===== config.mk =====
export PLATFORM = sky130hd
export DESIGN_NAME = instr_sequencer
export DESIGN_NICKNAME = d
export VERILOG_FILES = /design/src/rtl/instr_sequencer_pkg.sv /design/src/rtl/instr_sequencer_decode.sv /design/src/rtl/instr_sequencer.sv
export SDC_FILE = /design/constraint.sdc
export NUM_CORES = 1
export LEC_CHECK = 0
export CAP_MARGIN = 20
export CORE_MARGIN = 8
export CORE_UTILIZATION = 41
export CTS_CLUSTER_DIAMETER = 60
export DETAILED_ROUTE_END_ITERATION = 10
export GPL_ROUTABILITY_DRIVEN = 0
export PLACE_DENSITY = 0.87
export RECOVER_POWER = 100
export SLEW_MARGIN = 20
export SYNTH_ARGS = -nofsm -noshare
export SYNTH_HDL_FRONTEND = slang
export SYNTH_SLANG_ARGS = --single-unit

===== constraint.sdc =====
create_clock -name clk -period 2.1 [get_ports clk]
set_input_delay 0.315 -clock clk [delete_from_list [all_inputs] [get_ports clk]]
set_output_delay 0.315 -clock clk [all_outputs]
set_load 0.01 [all_outputs]

===== src/rtl/instr_sequencer_pkg.sv =====
// ---------------------------------------------------------------------------
// instr_sequencer_pkg
// Shared control-instruction definitions for the accumulator CPU. It holds
// the opcode encodings, the accumulator source and ALU op codes, the
// sequencer FSM state encodings and the next-pc select codes.
// Optional feature macro: SEQ_ILLEGAL_TRAP_EN adds the HALT state.
// ---------------------------------------------------------------------------
package instr_sequencer_pkg;

  // Opcode field of the 24-bit instruction word {opcode[7:0], operand[15:0]}
  localparam logic [7:0] OP_NOP = 8'h00;
  localparam logic [7:0] OP_LDI = 8'h01;
  localparam logic [7:0] OP_ST  = 8'h02;
  localparam logic [7:0] OP_LD  = 8'h03;
  localparam logic [7:0] OP_ADD = 8'h04;
  localparam logic [7:0] OP_INC = 8'h05;
  localparam logic [7:0] OP_JMP = 8'h06;
  localparam logic [7:0] OP_RST = 8'h07;

  // Accumulator write source
  localparam logic [1:0] ACC_SEL_IMM = 2'd0;
  localparam logic [1:0] ACC_SEL_RAM = 2'd1;
  localparam logic [1:0] ACC_SEL_ALU = 2'd2;

  // ALU operation
  localparam logic [1:0] ALU_OP_PASS = 2'd0;
  localparam logic [1:0] ALU_OP_ADD  = 2'd1;
  localparam logic [1:0] ALU_OP_INC  = 2'd2;

  typedef enum logic [1:0] {
    ST_FETCH    = 2'd0,
    ST_EXEC     = 2'd1,
    ST_MEM_WAIT = 2'd2
`ifdef SEQ_ILLEGAL_TRAP_EN
    ,
    ST_HALT     = 2'd3
`endif
  } state_t;

  typedef enum logic [1:0] {
    PC_HOLD = 2'd0,
    PC_INC  = 2'd1,
    PC_JMP  = 2'd2,
    PC_ZERO = 2'd3
  } pc_sel_t;

  // Instructions that perform a data RAM access
  function automatic logic is_mem_op(input logic [7:0] op);
    return (op == OP_LD) || (op == OP_ADD) || (op == OP_ST);
  endfunction

endpackage


===== src/rtl/instr_sequencer_decode.sv =====
// ---------------------------------------------------------------------------
// instr_sequencer_decode
// Combinational decode of FSM state + latched opcode + RAM handshake into
// the datapath/RAM strobes, the next-pc select and the next FSM state.
// Optional feature macro: SEQ_ILLEGAL_TRAP_EN (unknown opcode -> HALT).
// Ports:
//   i_state       current FSM state (state_t encoding)
//   i_opcode      opcode field of the instruction register
//   i_mem_ready   data RAM handshake
//   o_ram_req     data RAM request
//   o_ram_we      data RAM write qualifier
//   o_acc_we      accumulator write enable
//   o_acc_sel     accumulator source select
//   o_alu_op      ALU operation
//   o_pc_sel      next-pc select (pc_sel_t encoding)
//   o_next_state  next FSM state (state_t encoding)
//   o_illegal     unknown opcode seen in EXEC (trap build only)
// ---------------------------------------------------------------------------
module instr_sequencer_decode
  import instr_sequencer_pkg::*;
(
  input  logic [1:0] i_state,
  input  logic [7:0] i_opcode,
  input  logic       i_mem_ready,
  output logic       o_ram_req,
  output logic       o_ram_we,
  output logic       o_acc_we,
  output logic [1:0] o_acc_sel,
  output logic [1:0] o_alu_op,
  output logic [1:0] o_pc_sel,
`ifdef SEQ_ILLEGAL_TRAP_EN
  output logic       o_illegal,
`endif
  output logic [1:0] o_next_state
);

  logic w_mem_phase;

  // The RAM request spans the EXEC cycle of a memory op plus any wait cycles
  assign w_mem_phase = ((i_state == ST_EXEC) && is_mem_op(i_opcode)) ||
                       (i_state == ST_MEM_WAIT);

  always_comb begin
    // NOTE: every output gets a default first so no path leaves one
    // unassigned, which would otherwise infer a latch.
    o_ram_req    = 1'b0;
    o_ram_we     = 1'b0;
    o_acc_we     = 1'b0;
    o_acc_sel    = ACC_SEL_IMM;
    o_alu_op     = ALU_OP_PASS;
    o_pc_sel     = PC_HOLD;
    o_next_state = i_state;
`ifdef SEQ_ILLEGAL_TRAP_EN
    o_illegal    = 1'b0;
`endif

    case (i_state)
      ST_FETCH: o_next_state = ST_EXEC;
      ST_EXEC: begin
        o_next_state = ST_FETCH;
        o_pc_sel     = PC_INC;
        case (i_opcode)
          OP_NOP: ;
          OP_LDI: begin
            o_acc_we  = 1'b1;
            o_acc_sel = ACC_SEL_IMM;
          end
          OP_INC: begin
            o_acc_we  = 1'b1;
            o_acc_sel = ACC_SEL_ALU;
            o_alu_op  = ALU_OP_INC;
          end
          OP_JMP: o_pc_sel = PC_JMP;
          OP_RST: o_pc_sel = PC_ZERO;
          OP_LD, OP_ADD, OP_ST: ;  // handled by the memory phase below
          default: begin
`ifdef SEQ_ILLEGAL_TRAP_EN
            o_next_state = ST_HALT;
            o_pc_sel     = PC_HOLD;
            o_illegal    = 1'b1;
`else
            // Unknown opcodes behave as NOP
            o_pc_sel     = PC_INC;
`endif
          end
        endcase
      end
      ST_MEM_WAIT: ;
`ifdef SEQ_ILLEGAL_TRAP_EN
      ST_HALT: ;  // stays put with no strobes until reset
`endif
      default: o_next_state = ST_FETCH;
    endcase

    if (w_mem_phase) begin
      o_ram_req = 1'b1;
      o_ram_we  = (i_opcode == OP_ST);
      if (i_mem_ready) begin
        // Completing cycle: load the accumulator (LD/ADD) and advance
        if (i_opcode == OP_LD) begin
          o_acc_we  = 1'b1;
          o_acc_sel = ACC_SEL_RAM;
        end else if (i_opcode == OP_ADD) begin
          o_acc_we  = 1'b1;
          o_acc_sel = ACC_SEL_ALU;
          o_alu_op  = ALU_OP_ADD;
        end
        o_pc_sel     = PC_INC;
        o_next_state = ST_FETCH;
      end else begin
        o_pc_sel     = PC_HOLD;
        o_next_state = ST_MEM_WAIT;
      end
    end
  end

endmodule


===== src/rtl/instr_sequencer.sv =====
// ---------------------------------------------------------------------------
// instr_sequencer
// Fetch/decode/execute controller for the accumulator CPU. Owns the program
// counter (sole master of the ROM address), latches the instruction word and
// issues strobes to the accumulator/ALU datapath and the data RAM.
// FSM: FETCH -> EXEC -> (MEM_WAIT) -> FETCH.
// Optional feature macro: SEQ_ILLEGAL_TRAP_EN adds HALT and illegal_op.
// Ports:
//   clk, rst     clock, synchronous active-high reset
//   rom_addr     instruction ROM address (= pc)
//   rom_data     instruction word {opcode, operand} from ROM
//   mem_ready    data RAM handshake
//   ram_req/we   data RAM request / write qualifier
//   ram_addr     data RAM address (= IR operand)
//   imm          immediate operand (= IR operand)
//   acc_we       accumulator write enable
//   acc_sel      accumulator source (IMM/RAM/ALU)
//   alu_op       ALU op (PASS/ADD/INC)
//   pc           program counter (debug)
//   illegal_op   sticky unknown-opcode flag (trap build only)
//   busy         high whenever the FSM is not in FETCH
// ---------------------------------------------------------------------------
module instr_sequencer
  import instr_sequencer_pkg::*;
#(
  parameter int PC_WIDTH        = 4,
  parameter int WORD_WIDTH      = 24,
  parameter int DATA_ADDR_WIDTH = 16
) (
  input  logic                       clk,
  input  logic                       rst,
  output logic [PC_WIDTH-1:0]        rom_addr,
  input  logic [WORD_WIDTH-1:0]      rom_data,
  input  logic                       mem_ready,
  output logic                       ram_req,
  output logic                       ram_we,
  output logic [DATA_ADDR_WIDTH-1:0] ram_addr,
  output logic [15:0]                imm,
  output logic                       acc_we,
  output logic [1:0]                 acc_sel,
  output logic [1:0]                 alu_op,
  output logic [PC_WIDTH-1:0]        pc,
`ifdef SEQ_ILLEGAL_TRAP_EN
  output logic                       illegal_op,
`endif
  output logic                       busy
);

  state_t                r_state;
  logic [PC_WIDTH-1:0]   r_pc;
  logic [WORD_WIDTH-1:0] r_ir;
`ifdef SEQ_ILLEGAL_TRAP_EN
  logic                  r_illegal;
  logic                  w_illegal;
`endif

  logic [7:0]  w_opcode;
  logic [15:0] w_operand;
  logic [1:0]  w_pc_sel;
  logic [1:0]  w_next_state;

  assign w_opcode  = r_ir[WORD_WIDTH-1 -: 8];
  assign w_operand = r_ir[15:0];

  instr_sequencer_decode u_decode (
    .i_state      (r_state),
    .i_opcode     (w_opcode),
    .i_mem_ready  (mem_ready),
    .o_ram_req    (ram_req),
    .o_ram_we     (ram_we),
    .o_acc_we     (acc_we),
    .o_acc_sel    (acc_sel),
    .o_alu_op     (alu_op),
    .o_pc_sel     (w_pc_sel),
`ifdef SEQ_ILLEGAL_TRAP_EN
    .o_illegal    (w_illegal),
`endif
    .o_next_state (w_next_state)
  );

  always_ff @(posedge clk) begin
    // NOTE: state registers use non-blocking assignments so every register
    // samples pre-edge values, independent of statement order.
    if (rst) begin
      // NOTE: the IR is reset as well because imm and ram_addr are driven
      // straight from it and must read 0 out of reset.
      r_state <= ST_FETCH;
      r_pc    <= '0;
      r_ir    <= '0;
`ifdef SEQ_ILLEGAL_TRAP_EN
      r_illegal <= 1'b0;
`endif
    end else begin
      r_state <= state_t'(w_next_state);
      if (r_state == ST_FETCH) begin
        r_ir <= rom_data;
      end
      case (pc_sel_t'(w_pc_sel))
        PC_INC:  r_pc <= r_pc + PC_WIDTH'(1);  // wraps silently
        PC_JMP:  r_pc <= w_operand[PC_WIDTH-1:0];
        PC_ZERO: r_pc <= '0;
        default: r_pc <= r_pc;
      endcase
`ifdef SEQ_ILLEGAL_TRAP_EN
      if (w_illegal) begin
        r_illegal <= 1'b1;
      end
`endif
    end
  end

  assign rom_addr = r_pc;
  assign pc       = r_pc;
  assign ram_addr = w_operand[DATA_ADDR_WIDTH-1:0];
  assign imm      = w_operand;
  assign busy     = (r_state != ST_FETCH);
`ifdef SEQ_ILLEGAL_TRAP_EN
  assign illegal_op = r_illegal;
`endif

endmodule


==> metrics.txt <==
Setup CP Type=flip-flop to output pin; Post-synth top flop=dfxtp_1; DRC=0; fin nets=293; Critical Path RT=1.78 ns; crit-path cells=or4_4 -> nor2_8 -> a31o_4 -> nand3b_1 -> a21oi_2 -> buf_2; reg-to-reg setup timing slack=0.22 ns; Die W=79.2 um; most used standard cell by instance count after synthesis=nand2_1; Ports=75; drt first pass iters=4; PD cells=616 nW/um2; synth cell count leaders=nand2_1, buf_4, dfxtp_1, a21oi_1; CP peak stage delay=0.57 ns; Net Count, Synth=237; initial drt markers=67; synthesized area per cell=7.82 um2; cts hold-fix bufs=0; Diodes inserted=0; layout cells sized above 1=0.192; crit path max fanout=4; endpoints failing setup=3; LEAKAGE=1.06 nW; post-synthesis sequential area ratio=0.367; mux contribution to synthesized area=0.0122; period utilization=1.04; final WL=4170 um; reg2reg start=r_ir[18]; CP Capture Point=acc_sel[1]; post-synthesis register bit count=30; Compound-Gate Fraction of Synth Area=0.131; min Tclk post-route=2.19 ns; vias in the first global route=1444; post-route setup slack=-0.0898 ns; Post-synth ARST share=0; largest family of logic cells by synthesized area=simple AND/OR/NAND/NOR gates; Clock Latency Late Sink=0.28 ns; Vias/cell=4.76; Critical-path top delay cell=or4_4; dpl ws=-0.209 ns; CP startpoint=r_ir[21]; RSZ-0062 raised after global routing=true; Worst-Margin Slew=0.506 ns; Core ar.=3910 um2; Max VDD drop=0.356 mV; first-pass GRT wire length=6750 um; failing checks=setup timing; Root Buffer=clkbuf_8; initial core utilization=0.418; GRT Util Overall=0.133; Num CTS Buffers=5; htree depth=2; ANT nets after route=0; synthesized instance count=209; gr ovfl total=0; skew final=0.00458 ns; Hold Crit Class=flip-flop to flip-flop; ranking of synthesized cells by area=dfxtp_1, buf_4, nand2_1; Sink Count=30; initial antenna violation count=0; endpoints failing hold=0; clock buffer depth=2; CTS tree=built; Max-Cap Viols=0; critical path capture point type=output pin; adder-cell share of the synthesized area=0.00765; max-slew violations=0; Simple-Gate Fraction of Synth Area=0.275; # port buffers=74; CP arrival=1.87 ns; Ys Warns=0; Cell Area, Synth=1640 um2; Netlist cell types=34; Die Area=6270 um2; cell taking the most area after synthesis=dfxtp_1; Post-synth EDFFs=0; XOR/XNOR Fraction of Synth Area=0.0107; Area Growth Syn to Fin=45.2%; r2r endpoint=pc[2]; final hold slack=0.461 ns; DIE HEIGHT=79.2 um; CTS clk-pin slew, worst paths=0.06 ns; total number of vias=1505; maximum clock frequency=457 MHz; top-area cell type share of the netlist area=0.367; Rows=23; DP HPWL=3120 um; status=complete, but fails checks; Startpoint Class=flip-flop; r2r worst-path depth=7; relative slew slack=0.662; largest net degree at the start of global routing=26; drt wl/cell=13.2 um
## how the worst min path moves through the flow
stage,end,slack [ns],cells past startpoint,start
global route,r_ir[6],0.48,2,r_ir[6]
detailed placement,r_ir[22],0.45,2,r_ir[22]
CTS,r_ir[19],0.46,2,r_ir[19]
finish,r_ir[6],0.46,2,r_ir[6]
floorplan,r_state[1],0.39,1,mem_ready
global placement,r_ir[22],0.45,2,r_ir[22]
## flip-flops by register name, indices dropped and copies added (netlist names)
signal,flops
r_ir,24
r_state,2
pc,4
## cell usage in the layout (no fill, tap or decap), types with 2 or more instances in the layout
master and instances:
nand2_1 55, mux2i_1 2, o21ai_1 3, nor2_8 2
a21oi_1 25, dlygate4sd3_1 41, buf_2 6, o21ai_0 2
clkbuf_8 6, nor3b_1 2, xor2_1 2, buf_4 19
nand3_1 4, nand3b_1 2, nand2b_1 3, nor2_1 7
nor3_1 4, nor4_2 2, clkdlybuf4s50_1 26, dfxtp_1 29
## repair_timing
action                                  4_1_cts  5_1_grt
pin swaps                                     4        4
endpoints found under the setup margin        7        6
hold endpoints to repair                      0        0
resized for setup                            38        3
setup buffers                                 1        1
gates cloned                                  0        0
## metal layers
metal / up-vias / routed length (um) / global-route usage
met3: 8 / 247 / 0.0350
met4: 0 / 76 / 0.0630
met5: - / 0 / 0
met1: 690 / 1700 / 0.146
li1: 762 / - / -
met2: 45 / 2150 / 0.233
## cell families after synthesis
family          after synthesis
simple gates                 90
flops                        30
buf+inv                      48
mux                           2
fa+ha+maj                     1
xor+xnor                      2
compound gates               36
## per-stage QoR
step | TNS (ns) | instances | power, mW | utilization | area [um2]
finish | -0.171 | 316 | 1.46 | 0.607 | 2370
global route | -0.623 | 316 | 1.54 | 0.607 | 2370
CTS | -0.188 | 315 | 1.50 | 0.604 | 2360
detailed placement | -0.807 | 306 | 1.03 | 0.580 | 2270
global placement | -0.612 | 306 | 1.02 | 0.580 | 2270
floorplan | 0 | 209 | 0.871 | - | 1640
## power by group
part,switching (mW),internal [mW]
logic,0.163,0.190
registers,0.0345,0.608
clock network,0.205,0.264
## worst max-delay path: cells and delay by family (launching register included)
family / cells / cell delay [ns]
simple gates: 3 / 0.85
buf+inv: 1 / 0.14
compound gates: 2 / 0.30
flops: 1 / 0.31
## layout make-up
| class | count | area, um2 |
|---|---|---|
| Fill cell | 343 | 1540 |
| Timing Repair Buffer | 95 | 867 |
| Multi-Input combinational cell | 131 | 744 |
| Sequential cell | 30 | 602 |
| Clock buffer | 7 | 86.3 |
| Tap cell | 50 | 62.6 |
| Inverter | 2 | 7.51 |
| Clock inverter | 1 | 5.00 |
Power figures use the tool's default switching activity.
